File: src/rtl/aes_block_assembler_if.sv
//------------------------------------------------------------------------------
// Module  : aes_block_assembler_if
// Brief   : Byte-in / block-out bus between the deserialiser, the block
//           assembler and the AES core.
// Rev     : 1.0  initial release
//------------------------------------------------------------------------------
`default_nettype none

interface aes_block_assembler_if #(
    parameter int NBYTES = 16
);
    localparam int CW = $clog2(NBYTES) + 1;

    logic [7:0]          in_byte;
    logic                in_valid;
    logic                clear;
    logic [8*NBYTES-1:0] blk_out;
    logic                blk_valid;
    logic                blk_ready;
    logic [CW-1:0]       byte_cnt;
    logic                overflow;

    modport slave (
        input  in_byte, in_valid, clear, blk_ready,
        output blk_out, blk_valid, byte_cnt, overflow
    );

    modport master (
        output in_byte, in_valid, clear, blk_ready,
        input  blk_out, blk_valid, byte_cnt, overflow
    );
endinterface

`default_nettype wire

File: src/rtl/aes_block_assembler.sv
//------------------------------------------------------------------------------
// Module  : aes_block_assembler
// Brief   : Packs NBYTES strobed bytes into one AES state block, double
//           buffered behind a valid/ready handshake to the AES core.
// Rev     : 1.0  initial release
//------------------------------------------------------------------------------
`default_nettype none

module aes_block_assembler #(
    parameter int NBYTES    = 16,
    parameter bit FIRST_MSB = 1'b1
) (
    input  wire logic             clk,
    input  wire logic             rst_n,
    aes_block_assembler_if.slave  bus
);
    localparam int             CW     = $clog2(NBYTES) + 1;
    localparam int             BW     = 8 * NBYTES;
    localparam logic [CW-1:0]  C_LAST = CW'(NBYTES - 1);

    typedef enum logic [0:0] {
        S_EMPTY = 1'b0,
        S_FULL  = 1'b1
    } state_t;

    state_t          r_state;
    state_t          w_state_nxt;
    logic [BW-1:0]   r_fill;
    logic [CW-1:0]   r_cnt;
    logic [BW-1:0]   r_blk;
    logic            r_ovf;

    logic            w_complete;
    logic            w_load;
    logic            w_drop;
    logic [BW-1:0]   w_block;

    // Bit offset of byte slot k within the block.
    function automatic int slot_lo(input logic [CW-1:0] k);
        if (FIRST_MSB)
            return 8 * (NBYTES - 1 - int'(k));
        else
            return 8 * int'(k);
    endfunction

    assign w_complete = bus.in_valid && !bus.clear && (r_cnt == C_LAST);
    assign w_load     = w_complete && ((r_state == S_EMPTY) || bus.blk_ready);
    assign w_drop     = w_complete && !w_load;

    // The completing byte bypasses the fill buffer straight into the block.
    always_comb begin
        w_block = r_fill;
        w_block[slot_lo(C_LAST) +: 8] = bus.in_byte;
    end

    always_comb begin
        w_state_nxt = r_state;
        case (r_state)
            S_EMPTY: if (w_load) w_state_nxt = S_FULL;
            S_FULL:  if (bus.blk_ready && !w_load) w_state_nxt = S_EMPTY;
            default: w_state_nxt = S_EMPTY;
        endcase
    end

    always_ff @(posedge clk or negedge rst_n) begin
        if (!rst_n)
            r_state <= S_EMPTY;
        else
            r_state <= w_state_nxt;
    end

    always_ff @(posedge clk or negedge rst_n) begin
        if (!rst_n) begin
            r_fill <= '0;
            r_cnt  <= '0;
            r_blk  <= '0;
            r_ovf  <= 1'b0;
        end else begin
            r_ovf <= w_drop;
            if (w_load)
                r_blk <= w_block;
            if (bus.clear) begin
                r_fill <= '0;
                r_cnt  <= '0;
            end else if (bus.in_valid) begin
                if (r_cnt != C_LAST) begin
                    r_fill[slot_lo(r_cnt) +: 8] <= bus.in_byte;
                    r_cnt                       <= r_cnt + 1'b1;
                end else if (w_load) begin
                    r_fill <= '0;
                    r_cnt  <= '0;
                end
            end
        end
    end

    assign bus.blk_out   = r_blk;
    assign bus.blk_valid = (r_state == S_FULL);
    assign bus.byte_cnt  = r_cnt;
    assign bus.overflow  = r_ovf;

endmodule

`default_nettype wire

File: src/flat_wrapper.sv
// flat-port wrapper written by rule: the top's interface ports become plain ports
module aes_block_assembler_flat 
#(
    parameter int NBYTES    = 16,
    parameter bit FIRST_MSB = 1'b1
)
  (clk, rst_n, bus_in_byte, bus_in_valid, bus_clear, bus_blk_ready, bus_blk_out, bus_blk_valid, bus_byte_cnt, bus_overflow);
  aes_block_assembler_if #(.NBYTES(NBYTES)) bus_i ();
  input  wire logic clk;
  input  wire logic rst_n;
  input wire logic [$bits(bus_i.in_byte)-1:0] bus_in_byte;
  input wire logic [$bits(bus_i.in_valid)-1:0] bus_in_valid;
  input wire logic [$bits(bus_i.clear)-1:0] bus_clear;
  input wire logic [$bits(bus_i.blk_ready)-1:0] bus_blk_ready;
  output wire logic [$bits(bus_i.blk_out)-1:0] bus_blk_out;
  output wire logic [$bits(bus_i.blk_valid)-1:0] bus_blk_valid;
  output wire logic [$bits(bus_i.byte_cnt)-1:0] bus_byte_cnt;
  output wire logic [$bits(bus_i.overflow)-1:0] bus_overflow;
  assign bus_i.in_byte = bus_in_byte;
  assign bus_i.in_valid = bus_in_valid;
  assign bus_i.clear = bus_clear;
  assign bus_i.blk_ready = bus_blk_ready;
  assign bus_blk_out = bus_i.blk_out;
  assign bus_blk_valid = bus_i.blk_valid;
  assign bus_byte_cnt = bus_i.byte_cnt;
  assign bus_overflow = bus_i.overflow;
  aes_block_assembler #(.NBYTES(NBYTES), .FIRST_MSB(FIRST_MSB)) u_core (.clk(clk), .rst_n(rst_n), .bus(bus_i));
endmodule
File: config.mk
export PLATFORM = sky130hd
export DESIGN_NAME = aes_block_assembler_flat
export DESIGN_NICKNAME = d
export VERILOG_FILES = /design/src/rtl/aes_block_assembler_if.sv /design/src/rtl/aes_block_assembler.sv /design/src/flat_wrapper.sv
export SDC_FILE = /design/constraint.sdc
export NUM_CORES = 1
export LEC_CHECK = 0
export CORE_MARGIN = 3
export CORE_UTILIZATION = 30
export CTS_CLUSTER_SIZE = 28
export DETAILED_ROUTE_END_ITERATION = 10
export DONT_BUFFER_PORTS = 1
export PLACE_DENSITY_LB_ADDON = 0.08
export SLEW_MARGIN = 0
export SYNTH_ARGS = -nofsm -noshare
export SYNTH_HDL_FRONTEND = slang
export SYNTH_SLANG_ARGS = --single-unit
export TNS_END_PERCENT = 1
File: constraint.sdc
create_clock -name clk -period 4.2 [get_ports clk]
set_input_delay 0.84 -clock clk [delete_from_list [all_inputs] [get_ports clk]]
set_output_delay 0.84 -clock clk [all_outputs]
set_load 0.01 [all_outputs]
Word-level counts from Yosys, hierarchy flattened
Cells that the tools add are included.
Word-level totals
  word-level logic and storage cells: 39
  bits of input ports: 13
  output and inout port bits: 135
  bits in registers: 263
Cells by class
  shift operators: 2
  equal/unequal tests: 2
  reductions and logical operators: 11
  multiplexer cells: 15
  bitwise operators: 1
  $add $sub $neg: 3
Operator list (count)
  $mux 128: 4
  $bwmux 128: 1
  $shift 8x33->128 const A: 1
  $shiftx 8x33->128: 1
  $mux 32: 3
  $neg 32->33: 1
  $mux 5: 4
  $sub 4x5->6 const A: 1
  $add 5x1->5 const B: 1
  $eq 5x4->1 const B: 1
  $logic_and 1x1->1: 5
  $ne 5x4->1 const B: 1
  $reduce_bool 3->1: 1
  $logic_not 1->1: 2
  $mux 1: 2
  $pmux 1 s2: 1
  $reduce_and 2->1: 1
  $reduce_bool 2->1: 1
  $logic_or 1x1->1: 1
  $not 1->1: 1

Longest topological paths before layout
Gate-level depths: netlist of the first run.
  depth in word-level cells: 10
  gate-level depth with buffers: 10
  depth with buffers taken out: 8

Worst setup path before layout of the first run
No wires, ideal clock.
  kind: reg2reg
  start point: register u_core.r_cnt[2], in the netlist u_core.bus.byte_cnt[2]
  end point: register u_core.r_fill[87]
  period minus slack after synthesis: 3.016 ns
  stages on the path, launching flop included: 11
  setup time: 0.125 ns
  arrival time: 2.891 ns
  setup slack: 1.184 ns
  path through: dfrtp_1 -> buf_1 -> nand2_1 -> nor3_1 -> inv_1 -> ha_1 -> nor4bb_1 -> and4_1 -> buf_1 -> a41oi_1 -> a2bb2o_1
On the way
  word-level cells in the longest chain between the ends: 10
Ends and longest elaborated chain
  from (decl): line aes_block_assembler.sv:29  | logic [CW-1:0] r_cnt;
  from (signal assigned): line aes_block_assembler.sv:88  | r_cnt <= r_cnt + 1'b1;
  $sub 4x5->6: line aes_block_assembler.sv:41  | return 8 * (NBYTES - 1 - int'(k));
  $mux 32: line aes_block_assembler.sv:86  | if (r_cnt != C_LAST) begin
  $mux 32: line aes_block_assembler.sv:85  | end else if (bus.in_valid) begin
  $mux 32: line aes_block_assembler.sv:82  | if (bus.clear) begin
  $neg 32->33: line aes_block_assembler.sv:87  | r_fill[slot_lo(r_cnt) +: 8] <= bus.in_byte;
  $shiftx 8x33->128 or $shift 8x33->128 (tied branches): line aes_block_assembler.sv:87
  $bwmux 128: line aes_block_assembler.sv:87
  $mux 128: line aes_block_assembler.sv:86
  $mux 128: line aes_block_assembler.sv:85
  $mux 128: line aes_block_assembler.sv:82
  to (signal, indexed assignment): line aes_block_assembler.sv:87
  to (decl): line aes_block_assembler.sv:28  | logic [BW-1:0] r_fill;
Several ways; a longest one is shown, not always the timed one. The select of a mux whose other input is x is not followed.
A chain may end at the register's enable or synchronous reset.

Worst setup path after layout of the first run
  start point: register u_core.r_cnt[3], in the netlist u_core.bus.byte_cnt[3]
  end point: register u_core.r_fill[85]
Same word-level chain as after synthesis.

==> metrics.txt, run 1 <==
status=finished, final reports clean; Mean Syn Cell Area=13.44 sq um; worst path cell trace=nand2_1 -> nor3_1 -> inv_1 -> ha_1 -> nor4bb_1 -> and4_1 -> a41oi_1 -> a2bb2o_1; TritonCTS clock tree=built; Synth Area in Adders=0.007397; Die Span X=~190 um; Critical Path Sink Type=flip-flop; drt first pass iters=5; largest family of logic cells by synthesized area=multiplexers; first-pass GRT wire length=44550 um; Post-synth EDFFs=0; Max Cap Viol=0; min Tclk post-route=3.657 ns; H-tree lvl count=1; Final GP Congestion=0.7894; die span in y=189.9 um; CP peak stage delay=around 0.67 ns; final slew viol count=0; r2r endpoint=u_core.r_fill[85]; drt via density=5.258; Remaining Overflow, GRT=0; post-CTS setup repair buffer count=0; final setup margin=0.5428 ns; Placed Area=0.01066 sq mm; CP Launch Type=flip-flop; Area Overhead vs Synth=14.02%; Bufs and invs on worst path=1; pre-CTS WS=approximately 0.58 ns; Routed wire per std cell=23.66 um; Syn Nets=774; post_cts resized=0; clock sink total=255; Area contributors post-synth=dfrtp_1, mux2_2, o22ai_1; Hold Path Class=in -> async; RR Startpoint=u_core.bus.byte_cnt[3]; CTS clk-pin slew, worst paths=~0.060 ns; Crit-path slowest cell=nor4bb_1; antenna violations before repair=0; Worst EP arrival=around 4.1 ns; Initial Util=0.3080; Yosys cell types=51; vias in the first global route=6877; CTS Buf Count=28; fraction of layout cells with a size suffix above 1=0.2494; hpwl dp=18910 um; simple-gate portion of the synthesized area=0.07632; Synth Area in XOR/XNOR=0.002589; CP Class=reg -> reg; Slew headroom=0.2795; CP top delay family=simple AND/OR/NAND/NOR gates; maximum clock path buffer count=3; worst reg2reg path depth=8; design area=0.01157 sq mm; largest net degree at the start of global routing=147; GRT Util Overall=0.1607; Async SR Flop Fraction=1.000; fin nets=784; compound-gate portion of the synthesized area=0.1223; # rows=between 60 and 70; clk_lat worst skew=0.54 ns; CP max FO=14; diodes inserted=0; Root Buffer=clkbuf_16; Mapped Cells=755; final setup fails=0; Worst-Margin Slew=1.067 ns; setup TNS=0 ns; Synth Register Bits=255; Most used DFF post-synth=dfrtp_1; Max VDD drop=0.2647 mV; DIE AREA=around 0.036 sq mm; final hold vios=0; FF-to-FF setup slack=between 0.5 and 0.6 ns; Pwr Total=0.004982 W; post-synth top area cell=dfrtp_1; unrepaired setup endpoints after global routing=no; Starting DRT DRC Count=363; number of I/O pins=148; WP data required=4.62 ns; Total Routed Length=28970 um; Mapped Area=0.01015 sq mm; Layout Skew=around 0.013 ns; via count=6436; mux contribution to synthesized area=0.1420; yosys warns=0; pwr dens=430.6 mW/mm^2; total leakage power=5.339 nW; Stages on worst setup path=8; Tcrit/Tclk final=0.8708; Synth top area share=0.6288; Core ar.=0.03295 sq mm; port buffer count=0; Filler cells=3184; post-route antenna net violation count=0; Post-route DRC=0; f_max=273.4 MHz; sequential area share after synthesis=0.6288
worst max-delay path by stage:
stage	startpoint	to	slack, ns
after global routing	u_core.bus.byte_cnt[3]	u_core.r_fill[85]	0.26
after CTS	u_core.bus.byte_cnt[3]	u_core.r_fill[101]	0.58
after detailed placement	u_core.bus.byte_cnt[3]	u_core.r_fill[101]	0.58
after global placement	u_core.bus.byte_cnt[1]	u_core.r_fill[111]	0.64
after floorplan	u_core.bus.byte_cnt[2]	u_core.r_fill[87]	1.18
final	u_core.bus.byte_cnt[3]	u_core.r_fill[85]	0.54
timing repair:
| action | in CTS | in global routing |
|---|---|---|
| endpoints found under the hold margin | 107 | 0 |
| hold buffers | 3 | 0 |
| endpoints found under the setup margin | 0 | 0 |
layout by cell type, fill, tap and decap left out, types with 7 or more instances in the layout:
cell type / synthesis / layout
dfrtp_1: 255 / 255
mux2_2: 128 / 128
nand2_1: 106 / 106
o22ai_1: 65 / 65
o2bb2ai_1: 32 / 32
clkbuf_16: 0 / 29
a2bb2o_1: 23 / 23
buf_4: 13 / 11
clkbuf_1: 13 / 10
nor2_1: 9 / 9
o211ai_1: 9 / 9
a41oi_1: 7 / 7
power breakdown:
group	switching [W]	leakage [nW]	internal, W
Clock	0.000944	0.417	0.00135
Sequential	0.0000115	3.56	0.00247
Combinational	0.000162	1.36	0.0000445
cell families after synthesis:
| kind of cell | after synthesis |
|---|---|
| buffers and inverters | 42 |
| XOR/XNOR | 3 |
| multiplexers | 128 |
| AND/OR/NAND/NOR | 160 |
| adder cells (fa/ha/maj) | 6 |
| flip-flops | 255 |
| AO/OA/AOI/OAI | 161 |
layer usage:
| metal | share of wire | vias up | wire length (um) | track usage |
|---|---|---|---|---|
| met5 | 0 | - | 0 | 0 |
| met4 | 0.027 | 0 | 786 | 0.04663 |
| met3 | 0.075 | 50 | 2159 | 0.04275 |
| met2 | 0.46 | 206 | 13290 | 0.2527 |
| met1 | 0.44 | 3362 | 12730 | 0.2189 |
| li1 | - | 2818 | - | - |
layout make-up:
cell class	instances	area, sq um	share of cell area
clock buffers	41	790.8	0.06834
repair buffers	16	187.7	0.01622
flip-flops and latches	255	6381	0.5515
multi-input cells	458	3581	0.3095
well taps	442	553.0	0.04779
inverters	6	22.52	0.001946
clock inverters	6	55.05	0.004758
per-stage QoR:
stage,hold slack [ns],std cells,util
after floorplan,0.4507,755,-
after global placement,0.4735,1174,0.3235
after detailed placement,0.4759,1174,0.3235
after CTS,0.2526,1224,0.3512
after global routing,0.2740,1224,0.3512
final,0.2300,1224,0.3512
cell usage after synthesis, types with 3 or more instances:
cell       number
a21oi_1         3
nor4_2          3
nand2b_1        4
a41oi_1         7
nor2_1          9
a211oi_1        6
o22ai_1        65
a2bb2o_1       23
o21ai_0         3
buf_4          13
nand2_1       106
nand4_1         3
clkbuf_1       13
mux2_2        128
inv_1           6
ha_1            6
nor3_1          4
buf_1           8
o2bb2ai_1      32
dfrtp_1       255
nand3_1         6
o211ai_1        9
nor2b_1         4
flip-flops by register name (all words and copies together) (netlist names):
name	count
u_core.r_fill	120
u_core.bus.blk_valid	1
u_core.bus.byte_cnt	5
u_core.bus.blk_out	128
u_core.bus.overflow	1
Note: power is estimated with default switching activity, not from simulation.
==> run 2: changes to the inputs <==
--- a/config.mk
+++ b/config.mk
@@ -9,10 +9,10 @@
 export CORE_UTILIZATION = 30
 export CTS_CLUSTER_SIZE = 28
 export DETAILED_ROUTE_END_ITERATION = 10
-export DONT_BUFFER_PORTS = 1
+export MAX_ROUTING_LAYER = met4
 export PLACE_DENSITY_LB_ADDON = 0.08
 export SLEW_MARGIN = 0
 export SYNTH_ARGS = -nofsm -noshare
 export SYNTH_HDL_FRONTEND = slang
 export SYNTH_SLANG_ARGS = --single-unit
-export TNS_END_PERCENT = 1
+export TNS_END_PERCENT = 50
==> run 2 against run 1 <==
  * First-iteration DRC count grew 0.55%
  * Count of clock-buffer cells in the layout grew 5
  * Total power grew 4.8%
  * Routed wire length shrank 0.85%
  * Cell count grew 13%
  * Die area is the same
  * Combinational power grew 20%
  * Critical path depth is the same
  * Maximum frequency grew 1.7%
  * Sequential power is essentially flat
  * Clock power grew 8.7%
  * Highest routed layer unchanged
  * Clock skew shrank 0.0012 ns
==> metrics.txt, run 2 (same netlist as run 1, synthesis figures left out) <==
status=finished, final reports clean; GRT Util Overall=0.1633 (+0.002635); largest net degree at the start of global routing=75 (-49%); Area Overhead vs Synth=29.96%; first-pass GRT wire length=44550 um (about the same); WP data required=4.60 ns (-0.02 ns); H-tree lvl count=1 (unchanged); Starting DRT DRC Count=365 (+0.55%); Tcrit/Tclk final=0.8565 (-0.01427); f_max=278.0 MHz (+1.7%); diodes inserted=0 (unchanged); commonest non-fill, non-tap cell in the layout=dfrtp_1; commonest non-fill, non-tap cells in the layout=dfrtp_1, clkdlybuf4s50_1, mux2_2; CP Class=reg -> reg; clock sink total=255 (unchanged); final hold vios=0 (unchanged); pwr dens=395.8 mW/mm^2 (-8.1%); Core ar.=0.03295 sq mm (unchanged); Post-CTS Hold Fix Bufs=0 (-3); DIE AREA=0.03607 sq mm (unchanged); CTS Buf Count=29 (+3.6%); Worst EP arrival=4.00 ns (-0.07 ns); CTS clk-pin slew, worst paths=0.06 ns (about the same); Post-route DRC=0 (unchanged); met1 Usage GRT=0.2380 (+0.01907); Final GP Congestion=0.7816 (-0.99%); Critical Path Sink Type=flip-flop; TritonCTS clock tree=built; CP peak stage delay=0.57 ns (-0.10 ns); worst path cell trace=ha_1 -> and4b_1 -> inv_1 -> ha_1 -> or2_1 -> nor4_4 -> a41oi_1 -> o2bb2ai_1; Routed wire per std cell=20.75 um (-12%); hpwl dp=19230 um (+1.7%); fin util=0.4003 (+0.04910); via count=6821 (+6.0%); Initial Util=0.3080 (unchanged); grt met3 use=0.02709 (-0.01566); GR peak layer=met2; pre-CTS WS=0.6059 ns (+0.02788 ns); Max VDD drop=0.2854 mV (+7.8%); Worst-Margin Slew=1.048 ns (-0.01912 ns); drt via density=4.928 (-6.3%); Root Buffer=clkbuf_16; vias in the first global route=7119 (+3.5%); Slew headroom=0.2924 (+0.01291); CP max FO=10 (-4); number of I/O pins=148 (unchanged); post_cts resized=0 (unchanged); maximum clock path buffer count=3 (unchanged); # rows=66 (unchanged); Total Routed Length=28720 um (-0.85%); Hold Path Class=in -> async; setup TNS=0 ns (unchanged); final setup margin=0.6028 ns (+0.05995 ns); total leakage power=5.938 nW (+11%); max reg flops=128 (unchanged); port buffer count=147 (+147); post-CTS setup repair buffer count=0 (unchanged); post-route antenna net violation count=0 (unchanged); met2 usage=0.2405 (-0.01218); CP most frequent cell=ha_1; Remaining Overflow, GRT=0 (unchanged); Layout Skew=0.01183 ns (-0.001184 ns); Die Span X=189.9 um (unchanged); Max Cap Viol=0 (unchanged); clk_lat worst skew=0.53 ns (about the same); min Tclk post-route=3.597 ns (-0.05995 ns); fraction of layout cells with a size suffix above 1=0.2272 (-0.02218); CP Launch Type=flip-flop; Crit-path slowest cell=nor4_4; final slew viol count=0 (unchanged); unrepaired setup endpoints after global routing=no; drt first pass iters=4 (-1); final setup fails=0 (unchanged); die span in y=189.9 um (unchanged); antenna violations before repair=0 (unchanged); fin nets=941 (+20%)
[run 2: final timing paths]
check / startpoint / endpoint / slack (ns) / depth (start not counted)
worst max-delay path: u_core.bus.byte_cnt[1] / u_core.r_fill[125] / 0.60 / 8
worst min-delay path: rst_n / u_core.bus.blk_out[110] / 0.29 / 1
worst max register to register: u_core.bus.byte_cnt[1] / u_core.r_fill[125] / 0.60 / 8
worst min register to register: u_core.r_fill[117] / u_core.r_fill[117] / 0.48 / 1
max in group asynchronous: rst_n / u_core.bus.blk_out[21] / 3.06 / 2
min in group clk: u_core.r_fill[117] / u_core.r_fill[117] / 0.48 / 1
[run 2: report_power, final]
| part | total [W] | leakage [nW] | internal [W] | switching [W] |
|---|---|---|---|---|
| clock | 0.00249 | 0.473 | 0.00151 | 0.000981 |
| sequential | 0.00248 | 3.56 | 0.00247 | 0.00000905 |
| combinational | 0.000249 | 1.91 | 0.0000638 | 0.000185 |
| total | 0.00522 | 5.94 | 0.00404 | 0.00118 |
[run 2: layout make-up]
type	count	area [sq um]
fillers	3130	19760
clock buffers	46	899.6
clock inverters	5	50.05
repair buffers	172	1702
flip-flops and latches	255	6381
inverters	6	22.52
well taps	442	553.0
multi-input cells	458	3581
[run 2: metrics by stage]
stage | instances | power (W) | hold slack, ns | instance area [sq um]
final | 1384 | 0.005221 | 0.2932 | 13190
after global routing | 1384 | 0.005441 | 0.3241 | 13190
after CTS | 1384 | 0.005308 | 0.3027 | 13190
after detailed placement | 1333 | 0.002778 | 0.4689 | 12240
after global placement | 1333 | 0.002778 | 0.4700 | 12240
after floorplan | 755 | 0.002625 | 0.4507 | 10150
[run 2: per-layer routing]
metal | vias to the layer above | routed length [um] | part of all wire
li1 | 3140 | - | -
met1 | 3479 | 13650 | 0.48
met2 | 166 | 12970 | 0.45
met3 | 36 | 1590 | 0.055
met4 | 0 | 515 | 0.018
met5 | - | 0 | 0
[run 2: critical path: cells and delay by family, from the launching register on]
kind	cells	cell delay, ns
adder cells (fa/ha/maj)	2	0.55
AO/OA/AOI/OAI	2	0.87
buffers and inverters	1	0.20
AND/OR/NAND/NOR	3	1.35
flip-flops	1	0.49
==> run 3: changes to the inputs <==
--- a/config.mk
+++ b/config.mk
@@ -9,6 +9,7 @@
 export CORE_UTILIZATION = 30
 export CTS_CLUSTER_SIZE = 28
 export DETAILED_ROUTE_END_ITERATION = 10
+export HOLD_SLACK_MARGIN = 0.1
 export MAX_ROUTING_LAYER = met4
 export PLACE_DENSITY_LB_ADDON = 0.08
 export SLEW_MARGIN = 0
==> constraint.sdc (replaced) <==
create_clock -name clk -period 4 [get_ports clk]
set_input_delay 0.8 -clock clk [delete_from_list [all_inputs] [get_ports clk]]
set_output_delay 0.8 -clock clk [all_outputs]
set_load 0.01 [all_outputs]
==> run 3 against run 2 <==
  * Critical path type unchanged
  * Routed wire length barely moved
  * First-iteration DRC count grew 18%
  * Clock skew about the same
  * Critical endpoint is now u_core.r_fill[121]
  * Highest routed layer unchanged
  * Sequential share of layout area shrank 0.29 points
  * Via count fell by 0.85%
  * Setup slack got worse by 0.064 ns
==> metrics.txt, run 3 (same netlist as run 1, synthesis figures left out) <==
status=finished, final reports clean; first-pass GRT wire length=44780 um (+0.53%); largest net degree at the start of global routing=103 (+37%); Die Span X=189.9 um (unchanged); via count=6763 (-0.85%); CTS Buf Count=29 (unchanged); Post-CTS Hold Fix Bufs=0 (unchanged); drt first pass iters=4 (unchanged); post-CTS setup repair buffer count=0 (unchanged); final slew viol count=0 (unchanged); Remaining Overflow, GRT=0 (unchanged); Initial Util=0.3080 (unchanged); Hold Path Class=in -> async; commonest non-fill, non-tap cells in the layout=dfrtp_1, clkdlybuf4s50_1, mux2_2; Final Instance Count excl. Fillers=1384 (unchanged); FF-to-FF setup slack=0.54 ns (-0.06 ns); Worst-Margin Slew=1.059 ns (+0.01161 ns); Tcrit/Tclk final=0.8652 (+0.008763); antenna violations before repair=0 (unchanged); Post-route DRC=0 (unchanged); r2r endpoint=u_core.r_fill[121]; post-route antenna net violation count=0 (unchanged); vias in the first global route=7260 (+2.0%); Area Overhead vs Synth=30.75%; Root Buffer=clkbuf_16; die span in y=189.9 um (unchanged); CP max FO=14 (+4); Layout Skew=0.01150 ns (-0.0003305 ns); Final GP Congestion=0.8300 (+6.2%); hpwl dp=18950 um (-1.5%); maximum clock path buffer count=3 (unchanged); DIE AREA=0.03607 sq mm (unchanged); Critical Path Sink Type=flip-flop; final setup fails=0 (unchanged); min Tclk post-route=3.461 ns (-0.1362 ns); max reg flops=128 (unchanged); Max VDD drop=0.2859 mV (+0.16%); CP startpoint=u_core.bus.byte_cnt[1]; CP Launch Type=flip-flop; f_max=288.9 MHz (+3.9%); H-tree lvl count=1 (unchanged); CP Class=reg -> reg; RR Startpoint=u_core.bus.byte_cnt[1]; GRT Util Overall=0.1637 (+0.0004182); Slew headroom=0.2845 (-0.007841); post_cts resized=0 (unchanged); clock sink total=255 (unchanged); Starting DRT DRC Count=432 (+18%); Max Cap Viol=0 (unchanged); unrepaired setup endpoints after global routing=no; Routed wire per std cell=20.75 um (about the same); pwr dens=429.7 mW/mm^2 (+8.5%); fraction of layout cells with a size suffix above 1=0.2314 (+0.004246); drt via density=4.887 (-0.85%); WP data required=4.40 ns (-0.20 ns); Worst EP arrival=3.87 ns (-0.13 ns); CTS clk-pin slew, worst paths=0.06 ns (about the same); worst reg2reg path depth=8 (unchanged); port buffer count=147 (unchanged); commonest non-fill, non-tap cell in the layout=dfrtp_1; TritonCTS clock tree=built; clk_lat worst skew=0.55 ns (+0.02 ns); final hold vios=0 (unchanged); number of I/O pins=148 (unchanged); diodes inserted=0 (unchanged); dpl cells=1330 (-0.23%); setup TNS=0 ns (unchanged); fin nets=938 (-0.32%); # rows=66 (unchanged); Total Routed Length=28710 um (about the same); Core ar.=0.03295 sq mm (unchanged); total leakage power=5.971 nW (+0.55%)
==> run 3: through the flow <==
stage	hold slack [ns]	total power (W)	cell area, sq um	utilization	setup WS, ns
after floorplan	0.4507	0.002756	10150	-	0.9838
after global placement	0.4695	0.002917	12230	0.3712	0.6594
after detailed placement	0.4715	0.002917	12230	0.3712	0.5695
after CTS	0.3350	0.005794	13270	0.4027	0.5647
after global routing	0.3603	0.005923	13270	0.4027	0.2728
final	0.3088	0.005701	13270	0.4027	0.5390
==> run 3: routing by layer <==
metal	vias up	global-route usage	routed length (um)
met4	0	0.02929	349
li1	3137	-	-
met2	147	0.2538	13400
met1	3450	0.2331	13810
met5	-	-	0
met3	29	0.02322	1148
==> run 3: final cells by class <==
| cell class | count | area [sq um] |
|---|---|---|
| clock buffer | 40 | 857.1 |
| clock inverter | 14 | 182.7 |
| fill | 3198 | 19680 |
| inverter | 6 | 22.52 |
| multi-input combinational | 458 | 3581 |
| sequential | 255 | 6381 |
| tap | 442 | 553.0 |
| timing repair buffer | 169 | 1692 |
==> run 3: how the worst max path moves through the flow <==
stage                          to  slack [ns]
6_report       u_core.r_fill[121]        0.54
5_1_grt         u_core.r_fill[74]        0.27
4_1_cts        u_core.r_fill[121]        0.56
3_5_place_dp   u_core.r_fill[109]        0.57
3_3_place_gp   u_core.r_fill[106]        0.66
2_1_floorplan   u_core.r_fill[87]        0.98
==> run 3: worst max-delay path: stages (launching register included) <==
cell and delay (ns):
dfrtp_1 0.45, ha_1 0.48, and4b_1 0.28, inv_1 0.08, ha_1 0.29, or2_1 0.30, nor4_4 0.56, a41oi_1 0.57
o2bb2ai_1 0.30
==> run 3: where the power goes <==
| part | total [W] | switching, W | internal [W] | leakage [nW] |
|---|---|---|---|---|
| clock | 0.00284 | 0.00108 | 0.00175 | 0.519 |
| combinational | 0.000260 | 0.000193 | 0.0000671 | 1.90 |
| sequential | 0.00260 | 0.00000950 | 0.00259 | 3.56 |
| total | 0.00570 | 0.00129 | 0.00441 | 5.97 |
